===== src/rtl/pipe_ctl_fsm.sv =====
// pipe_ctl_fsm: mips789 pipeline stall/IRQ controller (clk, rst, pause, id_cmd, irq, irq_mask -> iack, irq_id, busy, zz_is_nop, id2ra/ra2exec strobes, pc_prectl)
module pipe_ctl_fsm #(
  parameter int MUL_CYCLES = 32,
  parameter int LD_CYCLES  = 1,
  parameter int CNT_W      = 6,
  parameter int NIRQ       = 4,
  parameter int IRQ_IDW    = 2
) (
  input  logic               clk,
  input  logic               rst,
  input  logic               pause,
  input  logic [2:0]         id_cmd,
  input  logic [NIRQ-1:0]    irq,
  input  logic [NIRQ-1:0]    irq_mask,
  output logic               iack,
  output logic [IRQ_IDW-1:0] irq_id,
  output logic               busy,
  output logic               zz_is_nop,
  output logic               id2ra_ins_clr,
  output logic               id2ra_ins_cls,
  output logic               id2ra_ctl_clr,
  output logic               id2ra_ctl_cls,
  output logic               ra2exec_ctl_clr,
  output logic [3:0]         pc_prectl
);
  typedef enum logic [2:0] {S_RST, S_IDLE, S_NOI, S_CUR, S_MUL, S_LD, S_IRQ, S_RET} state_t;
  state_t state, nxt;
  logic [CNT_W-1:0] cnt, cnt_nxt;
  logic [IRQ_IDW-1:0] irq_sel;
  logic [NIRQ-1:0] req;
  logic pend, mul_done, ld_done;
  assign req = irq & irq_mask;
  assign pend = |req & ~iack;
  assign mul_done = cnt == CNT_W'(MUL_CYCLES - 1);
  assign ld_done = cnt == CNT_W'(LD_CYCLES - 1);
  always_comb begin
    irq_sel = '0;
    for (int i = NIRQ - 1; i >= 0; i--)
      if (req[i]) irq_sel = IRQ_IDW'(i);
  end
  always_comb begin
    nxt = state;
    cnt_nxt = '0;
    case (state)
      S_IDLE, S_NOI:
        nxt = pend          ? S_IRQ :
              id_cmd == 3'd0 ? S_NOI :
              id_cmd == 3'd1 ? S_CUR :
              id_cmd == 3'd2 ? S_MUL :
              id_cmd == 3'd3 ? S_LD  :
              id_cmd == 3'd4 ? S_RET : S_IDLE;
      S_CUR: nxt = S_NOI;
      S_MUL: begin
        nxt = mul_done ? S_IDLE : S_MUL;
        cnt_nxt = mul_done ? '0 : cnt + 1'b1;
      end
      S_LD: begin
        nxt = ld_done ? S_IDLE : S_LD;
        cnt_nxt = ld_done ? '0 : cnt + 1'b1;
      end
      default: nxt = S_IDLE;
    endcase
  end
  always_ff @(posedge clk or posedge rst) begin
    if (rst) begin
      state <= S_RST;
      cnt <= '0;
      iack <= 1'b0;
      irq_id <= '0;
    end else if (!pause) begin
      state <= nxt;
      cnt <= cnt_nxt;
      if (nxt == S_IRQ) begin
        iack <= 1'b1;
        irq_id <= irq_sel;
      end else if (nxt == S_RET) iack <= 1'b0;
    end
  end
  assign busy = state inside {S_MUL, S_LD, S_IRQ, S_RST};
  assign zz_is_nop = state inside {S_CUR, S_RST};
  assign id2ra_ins_clr = state inside {S_MUL, S_LD, S_IRQ, S_RST};
  assign id2ra_ctl_clr = id2ra_ins_clr;
  assign id2ra_ins_cls = state == S_CUR;
  assign id2ra_ctl_cls = id2ra_ins_cls;
  assign ra2exec_ctl_clr = state inside {S_CUR, S_IRQ, S_RST};
  assign pc_prectl = state == S_RST ? 4'd3 :
                     state == S_IRQ ? 4'd2 :
                     state inside {S_CUR, S_MUL, S_LD} ? 4'd1 : 4'd0;
endmodule


===== config.mk =====
export PLATFORM = sky130hd
export DESIGN_NAME = pipe_ctl_fsm
export DESIGN_NICKNAME = d
export VERILOG_FILES = /design/src/rtl/pipe_ctl_fsm.sv
export SDC_FILE = /design/constraint.sdc
export NUM_CORES = 1
export LEC_CHECK = 0
export BUFFER_PORTS_ARGS = -buffer_cell sky130_fd_sc_hd__buf_4
export CELL_PAD_IN_SITES_DETAIL_PLACEMENT = 1
export CELL_PAD_IN_SITES_GLOBAL_PLACEMENT = 1
export CORE_MARGIN = 10
export CORE_UTILIZATION = 33
export DETAILED_ROUTE_END_ITERATION = 16
export GPL_ROUTABILITY_DRIVEN = 0
export GPL_TIMING_DRIVEN = 0
export PLACE_DENSITY = 0.77
export SYNTH_ARGS = -nofsm -noshare
export SYNTH_HDL_FRONTEND = slang
export SYNTH_SLANG_ARGS = --single-unit

===== constraint.sdc =====
create_clock -name clk -period 2.03 [get_ports clk]
set_clock_uncertainty 0.2 [all_clocks]
set_input_delay 0.203 -clock clk [delete_from_list [all_inputs] [get_ports clk]]
set_output_delay 0.203 -clock clk [all_outputs]
set_load 0.05 [all_outputs]

== After elaboration in Yosys (flattened, before gate mapping) ==
Index checks and enable logic that the tools add are counted.

* Flip-flop bits (word level): 12
* Bits of input ports: 14
* Output and inout port bits: 14
* Word-level logic and storage cells: 55

* $add $sub $neg: 1
* Equal/unequal tests: 13
* Mux-type cells: 21
* Bitwise logic cells: 4
* Reductions and logical operators: 12

{| class="wikitable"
|+ Operators by type and width
! cell !! count
|-
| $mux W3 || 8
|-
| $eq A3 B3 Y1 const B || 6
|-
| $eq A3 B2 Y1 const B || 4
|-
| $mux W2 || 6
|-
| $mux W6 || 2
|-
| $pmux W3 S4 || 1
|-
| $pmux W6 S2 || 1
|-
| $add A6 B1 Y6 const B || 1
|-
| $eq A3 B1 Y1 const B || 2
|-
| $eq A6 B5 Y1 const B || 1
|-
| $logic_not A3 Y1 || 2
|-
| $logic_not A6 Y1 || 1
|-
| $reduce_bool A3 Y1 || 2
|-
| $and A4 B4 Y4 || 1
|-
| $reduce_and A2 Y1 || 2
|-
| $reduce_bool A2 Y1 || 2
|-
| $reduce_bool A4 Y1 || 1
|-
| $reduce_or A4 Y1 || 1
|-
| $mux W1 || 3
|-
| $not A1 Y1 || 2
|-
| $reduce_or A2 Y1 || 1
|-
| $and A1 B1 Y1 || 1
|}

== Longest topological paths before layout ==
* Depth after elaboration: 11
* Gate-level depth with buffers: 6
* Gate-level depth less buffers: 6

== Least setup slack after synthesis ==
Ideal clock, no wire load.

* Path kind: reg-to-output
* Start: register state[2]
* End: output ra2exec_ctl_clr
* Arrival: 2.225 ns
* Required time: 1.627 ns
* Path slack: -0.598 ns
* Cell stages (with the launch flop): 5
* Buffers on the path: 1
* Path through: dfrtp_1 buf_2 nor2b_1 nor3_1 or2_2

* Word-level cells in the longest chain between the ends: 2
* Elaborated cells on any way between the ends: 4
* Classes of those cells: eq/ne: 2; reduce/logical: 2

{| class="wikitable"
|+ RTL lines
! item !! line !! text
|-
| start, declared || 27 || <nowiki>state_t state, nxt;</nowiki>
|-
| start signal, assigned || 71 || <nowiki>state <= nxt;</nowiki>
|-
| $eq A3 B2 Y1, or another cell as far along || 85 || <nowiki>assign ra2exec_ctl_clr = state inside {S_CUR, S_IRQ, S_RST};</nowiki>
|-
| $reduce_bool A3 Y1 * || 85 ||
|-
| end, declared || 23 || <nowiki>output logic ra2exec_ctl_clr,</nowiki>
|}

Every way passes the cells marked *; elsewhere a longest branch is shown, timed or not.

== Final worst setup path ==
* Start: register cnt[1]
* End: register irq_id[1]

* Word-level cells in the longest chain between the ends: 5
* Elaborated cells on any way between the ends: 7
* Classes of those cells: eq/ne: 2; mux: 3; reduce/logical: 2

{| class="wikitable"
|+ RTL lines
! item !! line !! text
|-
| start, declared || 28 || <nowiki>logic [CNT_W-1:0] cnt, cnt_nxt;</nowiki>
|-
| start signal, assigned || 72 || <nowiki>cnt <= cnt_nxt;</nowiki>
|-
| $eq A6 B5 Y1 or $logic_not A6 Y1 (tied branches) || 34, 35 ||
|-
| $mux W3 (on tied branches) || 54, 58 ||
|-
| $pmux W3 S4 * || 44 || <nowiki>case (state)</nowiki>
|-
| $eq A3 B3 Y1 * || 73 || <nowiki>if (nxt == S_IRQ) begin</nowiki>
|-
| $reduce_and A2 Y1 (no line) * || -- ||
|-
| end signal, assigned || 75 || <nowiki>irq_id <= irq_sel;</nowiki>
|-
| end, declared || 16 || <nowiki>output logic [IRQ_IDW-1:0] irq_id,</nowiki>
|}

Marks and branches as above.
A chain may end at the register's enable or synchronous reset.

==> impl_metrics.tcl <==
set metrics [dict create \
    status "finished, violations left" \
    violations "negative setup slack" \
    fin_crit_sh 1.07 \
    routedWlPerCell_um 16.5 \
    cp-startpoint "cnt[1]$_DFFE_PP0N_" \
    grt_overflow 0 \
    ys_ff_latch 12 \
    ys_warn_count 0 \
    arrival_ps 2140 \
    io_pins 28 \
    finalSetupViolCount 2 \
    die_w_um 72.6 \
    fillers 312 \
    final_nets 164 \
    finalWorstSetupSlack_ps -134 \
    core_region_area_sq_um 2710 \
    hold_end "state[2]$_DFFE_PP0N_" \
    slowest_delay_ps 520 \
    rsz0062_at_grt "true" \
    multi_input_area_sq_um 653 \
    r2r_cells 6 \
    antenna_cells 0 \
    clock_sinks 12 \
    regToRegSetupSlack_ps -130 \
    syn_avg_cell_area_sq_um 9.24 \
    clock_latency_ps 290 \
    grt_pass1_wl_um 4260 \
    drive_gt1_frac 0.544 \
    yosysTopAreaCell "dfrtp_1" \
    firstDrtPassIters 2 \
    placed_cells 156 \
    crit_required_ps 2000 \
    ys_top_cells_by_area "dfrtp_1, buf_4, a21o_1, a2111oi_4, nor2_1" \
    register_area_sq_um 300 \
    crit_chain "ha_4 -> nand3_4 -> or4_4 -> a211oi_4 -> nor3b_4 -> mux2_4" \
    placed_area_sq_um 1160 \
    stdcell_count 178 \
    drtAntennaViolNets 0 \
    leakagePower_nw 0.689 \
    slew_headroom 0.661 \
    htreeDepth 1 \
    numPortBuffers 25 \
    final_core_util 0.538 \
    critPathMaxFanout 3 \
    synth_edf_count 0 \
    worstHoldStart "pause" \
    synth.most_common_cell "dfrtp_1" \
    area_growth_syn_to_layout_pct 59.5 \
    ys_async_sr_fraction 1.00 \
    grt_pass1_vias 897 \
    fp.dieH_um 72.6 \
    place_ws_ps -211 \
    p_per_area_nw_per_um2 1630 \
    irDropWorstVdd_v 0.00152 \
    cts_tree "done" \
    reg2reg_from "cnt[1]$_DFFE_PP0N_" \
    synth_common_cells "dfrtp_1, nor2_1, buf_4, inv_1, nand2_1" \
    cts_buffers 3 \
    synthCells 99 \
    hold_class "input pin to flip-flop" \
    drtIter0Drc 23 \
    critPathKind "flip-flop to flip-flop" \
    critPathSlowestCell "or4_4" \
    crit_path_end_kind "flip-flop" \
    max-clock-path-buffers 2 \
    finalInstanceArea_sq_um 1460 \
    max_freq_ghz 0.462 \
    maxSlewViolCount 0 \
    via_per_inst 5.03 \
    post-route-min-period_ps 2160 \
    finalHoldViolations 0 \
    timing.rr.end "irq_id[1]$_DFFE_PP0P_" \
    hpwl_um 1890 \
    max-cap-violations 0 \
    ys.flop_type "dfrtp_1" \
    clkTransAtPathRegs_ps 90 \
    cts_root_buf "clkbuf_4" \
    start_util 0.337 \
    drc_errors 0 \
    grt_usage 0.101 \
    row_count 19 \
    netlist_area_sq_um 915 \
    total_power_mw 2.38 \
    yosysTopAreaCellShare 0.328 \
    grt_max_degree 13 \
    wirelength_um 2930 \
    antenna_found_initial 0 \
    via_count 896 \
    seq_area_frac_synth 0.328 \
    yosys.cell_types.count 41 \
    hold_path_depth 3 \
    start_kind "flip-flop" \
    timing_worst_slew_pin_value_ps 508 \
    die_area_sq_um 5280 \
]
flip-flops by register name (all words and copies together), names as in the netlist:
register	cells
iack	1
cnt	6
irq_id	2
state	3
power by group:
part	switching, mW	internal, mW	leakage, nW	total [mW]
Clock	0.0934	0.110	0.0210	0.203
Sequential	0.0502	0.295	0.158	0.345
Combinational	1.09	0.750	0.510	1.84
Total	1.23	1.15	0.689	2.38
cell type report:
| type | count | share of cell area |
|---|---|---|
| multi-input combinational | 72 | 0.448 |
| timing repair buffer | 43 | 0.228 |
| sequential | 12 | 0.206 |
| buffer | 9 | 0.0489 |
| tap | 31 | 0.0266 |
| clock buffer | 4 | 0.0249 |
| inverter | 7 | 0.0180 |
critical path, delay by kind of cell (launching register included):
kind	cells	cell delay, ps
AOI/OAI and AO/OA	1	280
muxes	1	310
and+or+nand+nor	3	690
DFF	1	410
adders and majority gates	1	170
metal layers:
metal  share of wire  GRT usage
met3           0.046     0.0231
met5               0          0
met1            0.40      0.103
met4           0.022     0.0506
met2            0.53      0.186
repair_timing:
| item | 4_1_cts | 5_1_grt |
|---|---|---|
| buffers inserted | 8 | 9 |
| hold endpoints to repair | 12 | 0 |
| setup endpoints to repair | 5 | 7 |
| resized for setup | 10 | 21 |
| hold buffers | 1 | 0 |
| pin swaps | 3 | 9 |
cells by family (layout without fill, tap and decap cells):
logic type      after synthesis  after routing  synth area share
xor+xnor                      4              4            0.0383
buf+inv                      16             63            0.0998
other cells                   1              2           0.00410
fa+ha+maj                     2              2            0.0274
compound gates               27             27             0.248
simple gates                 34             34             0.219
flops                        12             12             0.328
mux                           3              3            0.0356
how the worst max path moves through the flow:
stage / to / slack (ps) / cells past startpoint
floorplan: ra2exec_ctl_clr / -120 / 4
global placement: irq_id[0]$_DFFE_PP0P_ / -180 / 6
detailed placement: irq_id[1]$_DFFE_PP0P_ / -210 / 6
CTS: irq_id[1]$_DFFE_PP0P_ / -120 / 6
global route: irq_id[1]$_DFFE_PP0P_ / -220 / 6
finish: irq_id[1]$_DFFE_PP0P_ / -130 / 6
stage by stage:
step | setup TNS (ps) | hold slack (ps)
2_1_floorplan | -187 | -132
3_3_place_gp | -353 | 43.8
3_5_place_dp | -416 | 55.1
4_1_cts | -238 | 21.1
5_1_grt | -527 | 15.4
6_report | -261 | 7.59
placed cells by master, fill, tap and decap left out, types with 3 or more instances in the layout:
cell type,Yosys,layout
inv_1,6,5
nor3_1,5,4
nand2_1,6,6
dfrtp_1,12,12
nor2_1,7,6
a21o_1,5,5
a22oi_1,3,3
clkbuf_4,0,3
buf_4,6,47
Note: power is estimated with default switching activity, not from simulation.
